--- src/rtl/acc_wb_responder_pkg.sv ---
// Shared definitions for the accelerator Wishbone responder.
// Holds the register word offsets (adr[4:2]), CTRL/STATUS bit indices,
// the bus FSM state enum, the captured-request struct and the default
// FIFO depth.
package acc_wb_responder_pkg;

    localparam int FIFO_DEPTH_DEF = 4;

    // Register word offsets
    localparam logic [2:0] ADR_CTRL     = 3'd0;
    localparam logic [2:0] ADR_STATUS   = 3'd1;
    localparam logic [2:0] ADR_CFG      = 3'd2;
    localparam logic [2:0] ADR_DATA_IN  = 3'd3;
    localparam logic [2:0] ADR_DATA_OUT = 3'd4;

    // CTRL bits
    localparam int CTRL_START    = 0;
    localparam int CTRL_CLR_DONE = 1;
    localparam int CTRL_FLUSH    = 2;
    localparam int CTRL_IRQ_EN   = 3;

    // STATUS bits
    localparam int STAT_BUSY        = 0;
    localparam int STAT_DONE        = 1;
    localparam int STAT_IN_FULL     = 2;
    localparam int STAT_IN_EMPTY    = 3;
    localparam int STAT_OUT_FULL    = 4;
    localparam int STAT_OUT_EMPTY   = 5;
    localparam int STAT_UNDERFLOW   = 6;
    localparam int STAT_IRQ_EN      = 7;
    localparam int STAT_IN_CNT_LSB  = 8;
    localparam int STAT_OUT_CNT_LSB = 16;

    typedef enum logic [1:0] {
        S_IDLE       = 2'd0,
        S_ACK        = 2'd1,
        S_WAIT_SPACE = 2'd2
    } wb_state_e;

    // Bus request as seen by the responder (held stable until ack)
    typedef struct packed {
        logic [2:0]  word;
        logic        we;
        logic [31:0] dat;
    } wb_req_t;

endpackage

--- src/rtl/acc_fifo.sv ---
// Synchronous FIFO used for both the input and result queues.
// Ports:
//   gclk, grst_n        clock, async active-low reset
//   flush               empties the FIFO; a push/pop in the same cycle is lost
//   push, wdata         write side (ignored when full unless popping too)
//   pop, rdata          read side, rdata is the current head (show-ahead)
//   full, empty, count  occupancy
// DEPTH must be a power of two so pointers wrap naturally.
module acc_fifo #(
    parameter int WIDTH = 32,
    parameter int DEPTH = 4,
    localparam int AW   = (DEPTH > 1) ? $clog2(DEPTH) : 1,
    localparam int CW   = AW + 1
) (
    input  logic             gclk,
    input  logic             grst_n,
    input  logic             flush,
    input  logic             push,
    input  logic [WIDTH-1:0] wdata,
    input  logic             pop,
    output logic [WIDTH-1:0] rdata,
    output logic             full,
    output logic             empty,
    output logic [CW-1:0]    count
);

    logic [WIDTH-1:0] mem [DEPTH];
    logic [AW-1:0]    wr_ptr, rd_ptr;
    logic [CW-1:0]    cnt;
    logic             do_push, do_pop;

    assign empty   = (cnt == '0);
    assign full    = (cnt == CW'(DEPTH));
    assign do_pop  = pop & ~empty;
    // A full FIFO still accepts a push when the head leaves in the same cycle
    assign do_push = push & (~full | do_pop);

    always_ff @(posedge gclk or negedge grst_n) begin
        if (!grst_n) begin
            wr_ptr <= '0;
            rd_ptr <= '0;
            cnt    <= '0;
        end else if (flush) begin
            wr_ptr <= '0;
            rd_ptr <= '0;
            cnt    <= '0;
        end else begin
            if (do_push) wr_ptr <= wr_ptr + AW'(1);
            if (do_pop)  rd_ptr <= rd_ptr + AW'(1);
            cnt <= cnt + CW'(do_push) - CW'(do_pop);
        end
    end

    always_ff @(posedge gclk) begin
        if (do_push && !flush) mem[wr_ptr] <= wdata;
    end

    assign rdata = mem[rd_ptr];
    assign count = cnt;

endmodule

--- src/rtl/acc_wb_responder.sv ---
// Wishbone register front-end for an accelerator core.
// Ports:
//   i_clk, i_rst_n                    clock, async active-low reset
//   i_wb_*/o_wb_*                     Wishbone slave (adr[4:2] selects register)
//   o_start, o_cfg, i_busy, i_done    core control/status
//   o_in_*/i_in_ready                 input FIFO towards the core
//   i_out_*/o_out_ready               result FIFO from the core
//   o_irq                             level interrupt, DONE & IRQ_EN
// One request is served at a time: IDLE -> ACK (latency 1), or
// IDLE -> WAIT_SPACE -> ACK when a DATA_IN push finds the input FIFO full.
// All side effects happen on the transition into ACK.
module acc_wb_responder
    import acc_wb_responder_pkg::*;
#(
    parameter int          FIFO_DEPTH = FIFO_DEPTH_DEF,
    parameter logic [31:0] CFG_RESET  = 32'h0
) (
    input  logic        i_clk,
    input  logic        i_rst_n,
    input  logic [31:0] i_wb_adr,
    input  logic [31:0] i_wb_dat,
    input  logic        i_wb_we,
    input  logic        i_wb_cyc,
    output logic [31:0] o_wb_rdt,
    output logic        o_wb_ack,
    output logic        o_start,
    output logic [31:0] o_cfg,
    input  logic        i_busy,
    input  logic        i_done,
    output logic [31:0] o_in_data,
    output logic        o_in_valid,
    input  logic        i_in_ready,
    input  logic [31:0] i_out_data,
    input  logic        i_out_valid,
    output logic        o_out_ready,
    output logic        o_irq
);

    localparam int CW           = ((FIFO_DEPTH > 1) ? $clog2(FIFO_DEPTH) : 1) + 1;
    localparam int START_STAGES = 1;

    // Reset: asserts immediately, releases two clocks after i_rst_n rises
    logic [1:0] rst_sync;
    logic       rst_n;

    always_ff @(posedge i_clk or negedge i_rst_n) begin
        if (!i_rst_n) rst_sync <= 2'b00;
        else          rst_sync <= {rst_sync[0], 1'b1};
    end
    assign rst_n = rst_sync[1];

    wb_req_t req;
    logic    unused_adr;
    assign req        = {i_wb_adr[4:2], i_wb_we, i_wb_dat};
    assign unused_adr = ^{i_wb_adr[31:5], i_wb_adr[1:0]};

    wb_state_e state, state_nxt;
    logic      go;

    logic [31:0]   cfg_q, rdt_q, rd_data, status;
    logic          done_q, underflow_q, irq_en_q;
    logic [START_STAGES:0] vld_pipe;

    logic          in_full, in_empty, out_full, out_empty;
    logic [CW-1:0] in_cnt, out_cnt;
    logic [31:0]   in_rdata, out_rdata;

    // Request decode
    logic is_din_wr, wr_ctrl, wr_cfg, wr_din, rd_status, rd_dout, flush;

    assign is_din_wr = req.we && (req.word == ADR_DATA_IN);
    assign wr_ctrl   = go &  req.we & (req.word == ADR_CTRL);
    assign wr_cfg    = go &  req.we & (req.word == ADR_CFG);
    assign wr_din    = go &  is_din_wr;
    assign rd_status = go & ~req.we & (req.word == ADR_STATUS);
    assign rd_dout   = go & ~req.we & (req.word == ADR_DATA_OUT);
    assign flush     = wr_ctrl & req.dat[CTRL_FLUSH];

    always_comb begin
        state_nxt = state;
        go        = 1'b0;
        case (state)
            S_IDLE: begin
                if (i_wb_cyc) begin
                    if (is_din_wr && in_full) begin
                        state_nxt = S_WAIT_SPACE;
                    end else begin
                        state_nxt = S_ACK;
                        go        = 1'b1;
                    end
                end
            end
            S_WAIT_SPACE: begin
                if (!in_full) begin
                    state_nxt = S_ACK;
                    go        = 1'b1;
                end
            end
            S_ACK:   state_nxt = S_IDLE;
            default: state_nxt = S_IDLE;
        endcase
    end

    always_comb begin
        status                                 = '0;
        status[STAT_BUSY]                      = i_busy;
        status[STAT_DONE]                      = done_q;
        status[STAT_IN_FULL]                   = in_full;
        status[STAT_IN_EMPTY]                  = in_empty;
        status[STAT_OUT_FULL]                  = out_full;
        status[STAT_OUT_EMPTY]                 = out_empty;
        status[STAT_UNDERFLOW]                 = underflow_q;
        status[STAT_IRQ_EN]                    = irq_en_q;
        status[STAT_IN_CNT_LSB +: 8]           = 8'(in_cnt);
        status[STAT_OUT_CNT_LSB +: 8]          = 8'(out_cnt);
    end

    // Write-only and unmapped words read as zero
    always_comb begin
        rd_data = '0;
        if (!req.we) begin
            case (req.word)
                ADR_STATUS:   rd_data = status;
                ADR_CFG:      rd_data = cfg_q;
                ADR_DATA_OUT: rd_data = out_empty ? 32'h0 : out_rdata;
                default:      rd_data = '0;
            endcase
        end
    end

    always_ff @(posedge i_clk or negedge rst_n) begin
        if (!rst_n) begin
            state       <= S_IDLE;
            rdt_q       <= '0;
            cfg_q       <= CFG_RESET;
            done_q      <= 1'b0;
            underflow_q <= 1'b0;
            irq_en_q    <= 1'b0;
            vld_pipe    <= '0;
        end else begin
            state <= state_nxt;
            // Loaded only on entry to ACK, so rdt is zero outside the ack cycle
            rdt_q <= go ? rd_data : 32'h0;
            if (wr_cfg)  cfg_q    <= req.dat;
            if (wr_ctrl) irq_en_q <= req.dat[CTRL_IRQ_EN];
            // Set wins over a coincident clear
            done_q <= i_done | (done_q & ~(wr_ctrl & req.dat[CTRL_CLR_DONE]));
            if (rd_dout && out_empty) underflow_q <= 1'b1;
            else if (rd_status)       underflow_q <= 1'b0;
            // Start accepted in the go cycle, seen by the core after the ack cycle
            vld_pipe <= {vld_pipe[START_STAGES-1:0], wr_ctrl & req.dat[CTRL_START] & ~i_busy};
        end
    end

    acc_fifo #(.WIDTH(32), .DEPTH(FIFO_DEPTH)) u_in_fifo (
        .gclk   (i_clk),
        .grst_n (rst_n),
        .flush  (flush),
        .push   (wr_din),
        .wdata  (req.dat),
        .pop    (i_in_ready),
        .rdata  (in_rdata),
        .full   (in_full),
        .empty  (in_empty),
        .count  (in_cnt)
    );

    // Core push is gated by o_out_ready so a word is only taken on a handshake
    acc_fifo #(.WIDTH(32), .DEPTH(FIFO_DEPTH)) u_out_fifo (
        .gclk   (i_clk),
        .grst_n (rst_n),
        .flush  (flush),
        .push   (i_out_valid & ~out_full),
        .wdata  (i_out_data),
        .pop    (rd_dout),
        .rdata  (out_rdata),
        .full   (out_full),
        .empty  (out_empty),
        .count  (out_cnt)
    );

    assign o_wb_rdt    = rdt_q;
    assign o_wb_ack    = (state == S_ACK);
    assign o_start     = vld_pipe[START_STAGES];
    assign o_cfg       = cfg_q;
    assign o_in_data   = in_rdata;
    assign o_in_valid  = ~in_empty;
    assign o_out_ready = ~out_full;
    assign o_irq       = done_q & irq_en_q;

endmodule

--- config.mk ---
export PLATFORM = sky130hd
export DESIGN_NAME = acc_wb_responder
export DESIGN_NICKNAME = d
export VERILOG_FILES = /design/src/rtl/acc_wb_responder_pkg.sv /design/src/rtl/acc_fifo.sv /design/src/rtl/acc_wb_responder.sv
export SDC_FILE = /design/constraint.sdc
export NUM_CORES = 1
export LEC_CHECK = 0
export CAP_MARGIN = 25
export CORE_ASPECT_RATIO = 0.75
export CORE_UTILIZATION = 45
export CTS_BUF_LIST = sky130_fd_sc_hd__clkbuf_4
export DETAILED_ROUTE_END_ITERATION = 10
export GPL_TIMING_DRIVEN = 0
export PLACE_DENSITY = 0.7
export SYNTH_ARGS = -nofsm -noshare
export SYNTH_HDL_FRONTEND = slang
export SYNTH_HIERARCHICAL = 1
export SYNTH_SLANG_ARGS = --single-unit
--- constraint.sdc ---
create_clock -name i_clk -period 4 [get_ports i_clk]
set_input_delay 0.8 -clock i_clk [delete_from_list [all_inputs] [get_ports i_clk]]
set_output_delay 0.8 -clock i_clk [all_outputs]
set_load 0.01 [all_outputs]
**After elaboration in Yosys (flattened, before gate mapping)**

Memories as Yosys holds them, arrays and structs flattened.
Index checks and enable logic that the tools add are counted.
Widths: inputs -> output; s select.

- ROM bits: 0
- Bits in latches: 0
- Memories: 2
- Logic and storage cells: 106
- Bits in writable memories: 256
- Flip-flop bits (word level): 87
- Output and inout bits: 101
- Bits of input ports: 104

Memory list:

| memory | depth | bits a word | read ports | clocked after Yosys merged registers in | write ports | RTL line | RTL |
|---|---|---|---|---|---|---|---|
| u_in_fifo.mem | 4 | 32 | 1 | 0 | 1 | acc_fifo.sv:27 | `logic [WIDTH-1:0] mem [DEPTH];` |
| u_out_fifo.mem | 4 | 32 | 1 | 0 | 1 | acc_fifo.sv:27 |  |

- Add/subtract/negate cells: 8
- Bitwise operators: 28
- Div/mod/pow operators: 0
- Muxes and demuxes: 28
- Reduce and logical (&&, ||, !) cells: 16
- Shift-type cells: 0
- Equality and inequality tests: 10
- $mul: 0
- $lt $le $gt $ge: 0

Operator list:

| kind | count |
|---|---|
| $mux 32 | 3 |
| $pmux 32 s3 | 1 |
| $mux 2 | 11 |
| $and 1x1->1 | 18 |
| $reduce_bool 2->1 | 5 |
| $eq 3x3->1 const B | 3 |
| $logic_not 3->1 | 3 |
| $mux 1 | 9 |
| $add 2x1->2 const B | 4 |
| $not 1->1 | 7 |
| $add 3x1->3 | 2 |
| $eq 3x2->1 const B | 2 |
| $mux 3 | 2 |
| $sub 3x1->3 | 2 |
| $logic_and 1x1->1 | 5 |
| $ne 2x2->1 const B | 2 |
| $pmux 2 s2 | 1 |
| $eq 3x1->1 const B | 1 |
| $or 1x1->1 | 3 |
| $eq 2x1->1 const B | 1 |
| $eq 2x2->1 const B | 1 |
| $logic_not 2->1 | 1 |
| $pmux 1 s2 | 1 |
| $reduce_and 2->1 | 1 |
| $logic_not 1->1 | 1 |

**Longest topological paths before layout**

- Depth in word-level cells: 14
- Gate-level depth with buffers: 13
- Depth with buffers taken out: 12

**Hierarchy**

The synthesis kept the hierarchy.

Modules (own cells, without submodules):

| module | times used | area an instance (µm²) | cells an instance | seq. area each (µm²) |
|---|---|---|---|---|
| acc_fifo | 2 | 5112.4 | 213 | 4018.9 |
| acc_wb_responder | 1 | 3184.3 | 252 | 1826.8 |

**Worst setup path after synthesis**

Ideal clock, no wire load.

- Kind: in2reg
- Start: input port i_wb_cyc
- End: memory u_out_fifo.mem[0][0] (enable)
- Stages: 7
- Setup slack: 0.714 ns
- Required time: 3.608 ns
- Setup time: 0.392 ns
- Buffers on the path: 1
- Arrival: 2.894 ns
- Cell sequence: nand2b_4 a211o_1 clkbuf_1 nor2_1 nor4b_4 nor3b_1 and2_1

- Cells in the longest elaborated chain, start to end: 10
- Elaborated cells between the ends (all ways): 14
- Those cells by class: mux (4); bitwise (8); reduce/logical (2)

Ends and longest elaborated chain:

| what | RTL line | RTL |
|---|---|---|
| start: declaration | acc_wb_responder.sv:23 | `input logic i_wb_cyc,` |
| $mux 1 | acc_wb_responder.sv:84 | `if (i_wb_cyc) begin` |
| $pmux 1 s2 | acc_wb_responder.sv:82 | `case (state)` |
| $and 1x1->1 (2 in a row) | acc_wb_responder.sv:76 | `assign rd_dout = go & ~req.we & (req.word == ADR_DATA_OUT);` |
| via rd_dout | acc_wb_responder.sv:69 | `logic is_din_wr, wr_ctrl, wr_cfg, wr_din, rd_status, rd_dout, flush;` |
| $and 1x1->1 | acc_fifo.sv:34 | `assign do_pop = pop & ~empty;` |
| $or 1x1->1 | acc_fifo.sv:36 | `assign do_push = push & (~full \| do_pop);` |
| $and 1x1->1 | acc_fifo.sv:36 |  |
| $logic_and 1x1->1 | acc_fifo.sv:55 | `if (do_push && !flush) mem[wr_ptr] <= wdata;` |
| $mux 1 | acc_fifo.sv:55 |  |
| $mux 1 (not written as such) | acc_fifo.sv:55 |  |
| end: declaration | acc_fifo.sv:27 |  |

The timed path passes the listed nets, and every way through them passes these cells.

**Worst setup path after layout**

- Start: register u_in_fifo.cnt[1] (netlist: u_in_fifo/count[1])
- End: memory u_out_fifo.mem[2][0] (enable)

- Cells in the longest elaborated chain, start to end: 13
- Elaborated cells between the ends (all ways): 18
- Those cells by class: eq/ne (1); mux (6); bitwise (8); reduce/logical (3)

Ends and longest elaborated chain:

| what | RTL line | RTL |
|---|---|---|
| start: declaration | acc_fifo.sv:29 | `logic [CW-1:0] cnt;` |
| start signal: assignment | acc_fifo.sv:50 | `cnt <= cnt + CW'(do_push) - CW'(do_pop);` |
| $eq 3x3->1 (*) | acc_fifo.sv:33 | `assign full = (cnt == CW'(DEPTH));` |
| via in_full | acc_wb_responder.sv:64 | `logic in_full, in_empty, out_full, out_empty;` |
| $logic_and 1x1->1 | acc_wb_responder.sv:85 | `if (is_din_wr && in_full) begin` |
| $mux 1 | acc_wb_responder.sv:85 |  |
| $mux 1 | acc_wb_responder.sv:84 |  |
| $pmux 1 s2 (*) | acc_wb_responder.sv:82 |  |
| $and 1x1->1 (*) (2 in a row) | acc_wb_responder.sv:76 |  |
| via rd_dout | acc_wb_responder.sv:69 |  |
| $and 1x1->1 (*) | acc_fifo.sv:34 |  |
| $or 1x1->1 (*) | acc_fifo.sv:36 |  |
| $and 1x1->1 (*) | acc_fifo.sv:36 |  |
| $logic_and 1x1->1 (*) | acc_fifo.sv:55 |  |
| $mux 1 (*) | acc_fifo.sv:55 |  |
| $mux 1 (not written as such) (*) | acc_fifo.sv:55 |  |

Mark *: on every way through the listed nets, which the timed path passes. The rest lies on a longest branch.

==> impl_metrics.py <==
metrics = {
    "synthesis": {
        "synth_top_area_frac": 0.573,
        "syn-num-nets": 794,
        "yosysSeqAreaShare": 0.736,
        "synth_flop_cell": "edfxtp_1",
        "yosysUniqueCellTypes": 43,
        "synth_top_area_cell": "edfxtp_1",
        "netlist_area_mm2": 0.0134,
        "yosys_warnings": 6,
        "synthCells": 678,
        "async_reset_ff_frac": 0.254,
        "synth.avg_cell_area_um2": 19.8,
        "synth-edff-count": 256,
        "synth-seq-cells": 343,
        "synth_area_leaders": "edfxtp_1, dfrtp_1, mux4_2",
    },
    "routing": {
        "drt_wl_total_mm": 28.4,
        "route.detailed.drc": 0,
        "drt_iter0_drc": 514,
        "firstDrtPassIters": 5,
        "num_vias": 7106,
        "postRouteAntennaNets": 0,
        "wl_per_cell_um": 20.3,
        "routed_via_density": 5.10,
    },
    "cts": {
        "clk_path_buf_depth": 3,
        "cts_max_level": 3,
        "clk_pin_slew_ps": 70,
        "cts_hold_buf": 0,
        "tritoncts": "built",
        "cts_setup_buffers": 0,
        "cts_resized": 0,
        "cts.sinks": 343,
        "clkLatencyLatePin_ps": 690,
        "root_buffer": "clkbuf_4",
        "cts_buffers": 83,
    },
    "power": {
        "p_leak_nw": 6.05,
        "clkPwrFrac": 0.269,
        "pwr-share-comb": 0.279,
        "power_frac_seq": 0.452,
        "switchingPower_w": 0.00291,
        "p_int_w": 0.00725,
        "swShare": 0.286,
        "cellPowerDensity_mw_per_mm2": 608,
        "max-vdd-ir-drop_mv": 0.219,
    },
    "placement": {
        "portBuffers": 174,
        "hpwl_mm": 19.0,
        "routabilityCongestion": 0.826,
        "pre_cts_ws_ps": -173,
        "place_area_mm2": 0.0157,
    },
    "critical_path": {
        "crit_type": "reg2reg",
        "r2r_start": "u_in_fifo/count[1]",
        "cp-end-kind": "flip-flop",
        "worstPathMaxFanout": 32,
        "startpoint_type": "flip-flop",
        "critPathArrivalTime_ps": 3890,
        "reg2regPathDepth": 8,
        "r2r-end": "u_out_fifo/mem[2][0]",
        "required_ps": 4280,
        "r2r_slack_ps": 390,
    },
    "global_route": {
        "grt_pass1_wl_mm": 42.7,
        "grt_max_degree": 54,
        "grt_pass1_vias": 7149,
        "antenna_found_initial": 3,
        "grt_util_all_layers": 0.189,
        "grt.overflow.total": 0,
    },
    "sta": {
        "rsz0062_at_grt": "false",
        "setup_viol": 0,
        "skew_ps": 41.3,
        "fin_crit_sh": 0.904,
        "fmax_mhz": 277,
        "relSlewSlack": 0.386,
        "hold_viol": 0,
        "holdWs_ps": 261,
        "slew_violations": 0,
        "finalWorstSetupSlack_ps": 386,
        "worstMarginPinSlew_ps": 922,
        "period_needed_ps": 3610,
    },
    "final_layout": {
        "final_area_mm2": 0.0167,
        "layout.filler_cells": 2276,
        "fin_nets": 1054,
        "post-route-util": 0.573,
        "drive_above_1_share": 0.276,
        "syn_to_final_growth_pct": 24.7,
    },
    "flow_run": {
        "maxCapViolCount": 0,
    },
    "die": {
        "io_pins": 205,
        "placementRows": 54,
        "core-area_mm2": 0.0292,
        "die_x_um": 201,
        "initial_core_util": 0.459,
        "design.die.area_mm2": 0.0305,
        "dieHeight_um": 151,
    },
    "min_path": {
        "hold_path_class": "reg2async",
    },
    "status": {
        "outcome": "complete, no violations",
    },
}
[registers in the layout (all words and copies together), names as in the netlist, 3 cells and up]
signal,cells
o_wb_rdt,32
u_in_fifo/count,3
o_cfg,32
u_out_fifo/count,3
u_out_fifo/mem,128
u_in_fifo/mem,128
[area by class of cell]
class / count / area, um^2 / share of cell area
Clock buffer: 121 / 908 / 0.0543
Sequential cell: 343 / 9870 / 0.590
Timing Repair Buffer: 175 / 1770 / 0.106
Inverter: 9 / 33.8 / 0.00202
Multi-Input combinational cell: 292 / 3280 / 0.196
Buffer: 34 / 239 / 0.0143
Clock inverter: 26 / 119 / 0.00711
Antenna cell: 2 / 5.00 / 0.000299
Tap cell: 392 / 490 / 0.0293
[power groups by stage]
stage | sequential (W) | combinational (W) | clock [W]
finish | 0.00459 | 0.00283 | 0.00274
global route | 0.00463 | 0.00305 | 0.00302
CTS | 0.00459 | 0.00289 | 0.00284
detailed placement | 0.00466 | 0.00289 | 0
global placement | 0.00467 | 0.00284 | 0
floorplan | 0.00463 | 0.00172 | 0
[worst max-delay path by stage]
stage                        from               endpoint  slack, ps  cells past startpoint
2_1_floorplan            i_wb_cyc   u_out_fifo/mem[0][0]        710                      7
3_3_place_gp             i_wb_cyc  u_out_fifo/mem[0][27]       -730                      8
3_5_place_dp             i_wb_cyc  u_out_fifo/mem[1][27]       -170                      8
4_1_cts        u_in_fifo/count[1]   u_out_fifo/mem[1][0]        350                      8
5_1_grt        u_in_fifo/count[1]   u_out_fifo/mem[2][0]        130                      8
6_report       u_in_fifo/count[1]   u_out_fifo/mem[2][0]        390                      8
[through the flow]
step	total power (W)	cells	TNS [ps]
after global routing	0.0107	1393	0
after detailed placement	0.00755	1245	-20830
final	0.0102	1394	0
after CTS	0.0103	1392	0
after floorplan	0.00635	678	0
after global placement	0.00751	1244	-126400
[metal layers]
metal	part of all wire	vias up	wire length [um]	global-route usage
met5	0.00046	-	13	0
met4	0.020	2	556	0.0689
met3	0.056	52	1570	0.0456
met2	0.47	215	13400	0.290
met1	0.45	3603	12800	0.267
li1	-	3234	-	-
[placed cells by master, fill, tap and decap left out, types with 5 or more instances in the layout]
cell / instances
mux2_4: 32
inv_1: 9
clkbuf_4: 121
dfrtp_1: 86
edfxtp_1: 256
nor2b_1: 21
buf_2: 11
ha_1: 10
nor2_1: 37
buf_6: 12
xor2_1: 6
mux4_2: 64
clkdlybuf4s50_1: 174
a22oi_1: 32
clkinv_1: 17
nand2_1: 17
nand2b_1: 6
nor3b_1: 5
and2_2: 8
clkbuf_1: 9
o21ai_0: 14
[worst max-delay path: stages, from the launching register on]
cell      delay, ps
dfrtp_1         570
nor3b_1         170
nand2b_1        220
a211o_1         410
clkbuf_1        280
nor2_1          330
nor4b_4          90
nor3b_1         330
and2_2          810
[cells in the mapped netlist, drive strengths merged (9+ instances only)]
cell / instances
a22oi: 32
and2: 9
buf: 25
clkbuf: 9
dfrtp: 87
edfxtp: 256
ha: 10
inv: 9
mux2: 35
mux4: 64
nand2: 18
nor2: 37
nor2b: 23
o21ai: 14
[cell families (layout without fill, tap and decap cells)]
kind of cell    after synthesis  in the layout  share of synthesized area
simple gates                110            110                     0.0466
fa+ha+maj                    12             12                     0.0123
mux                         101            101                      0.147
xor+xnor                      8              8                    0.00523
flops                       343            343                      0.736
other cells                   1              3                   0.000280
buf+inv                      43            365                     0.0203
compound gates               60             60                     0.0323
No activity file was read; power rests on OpenSTA's default activity.
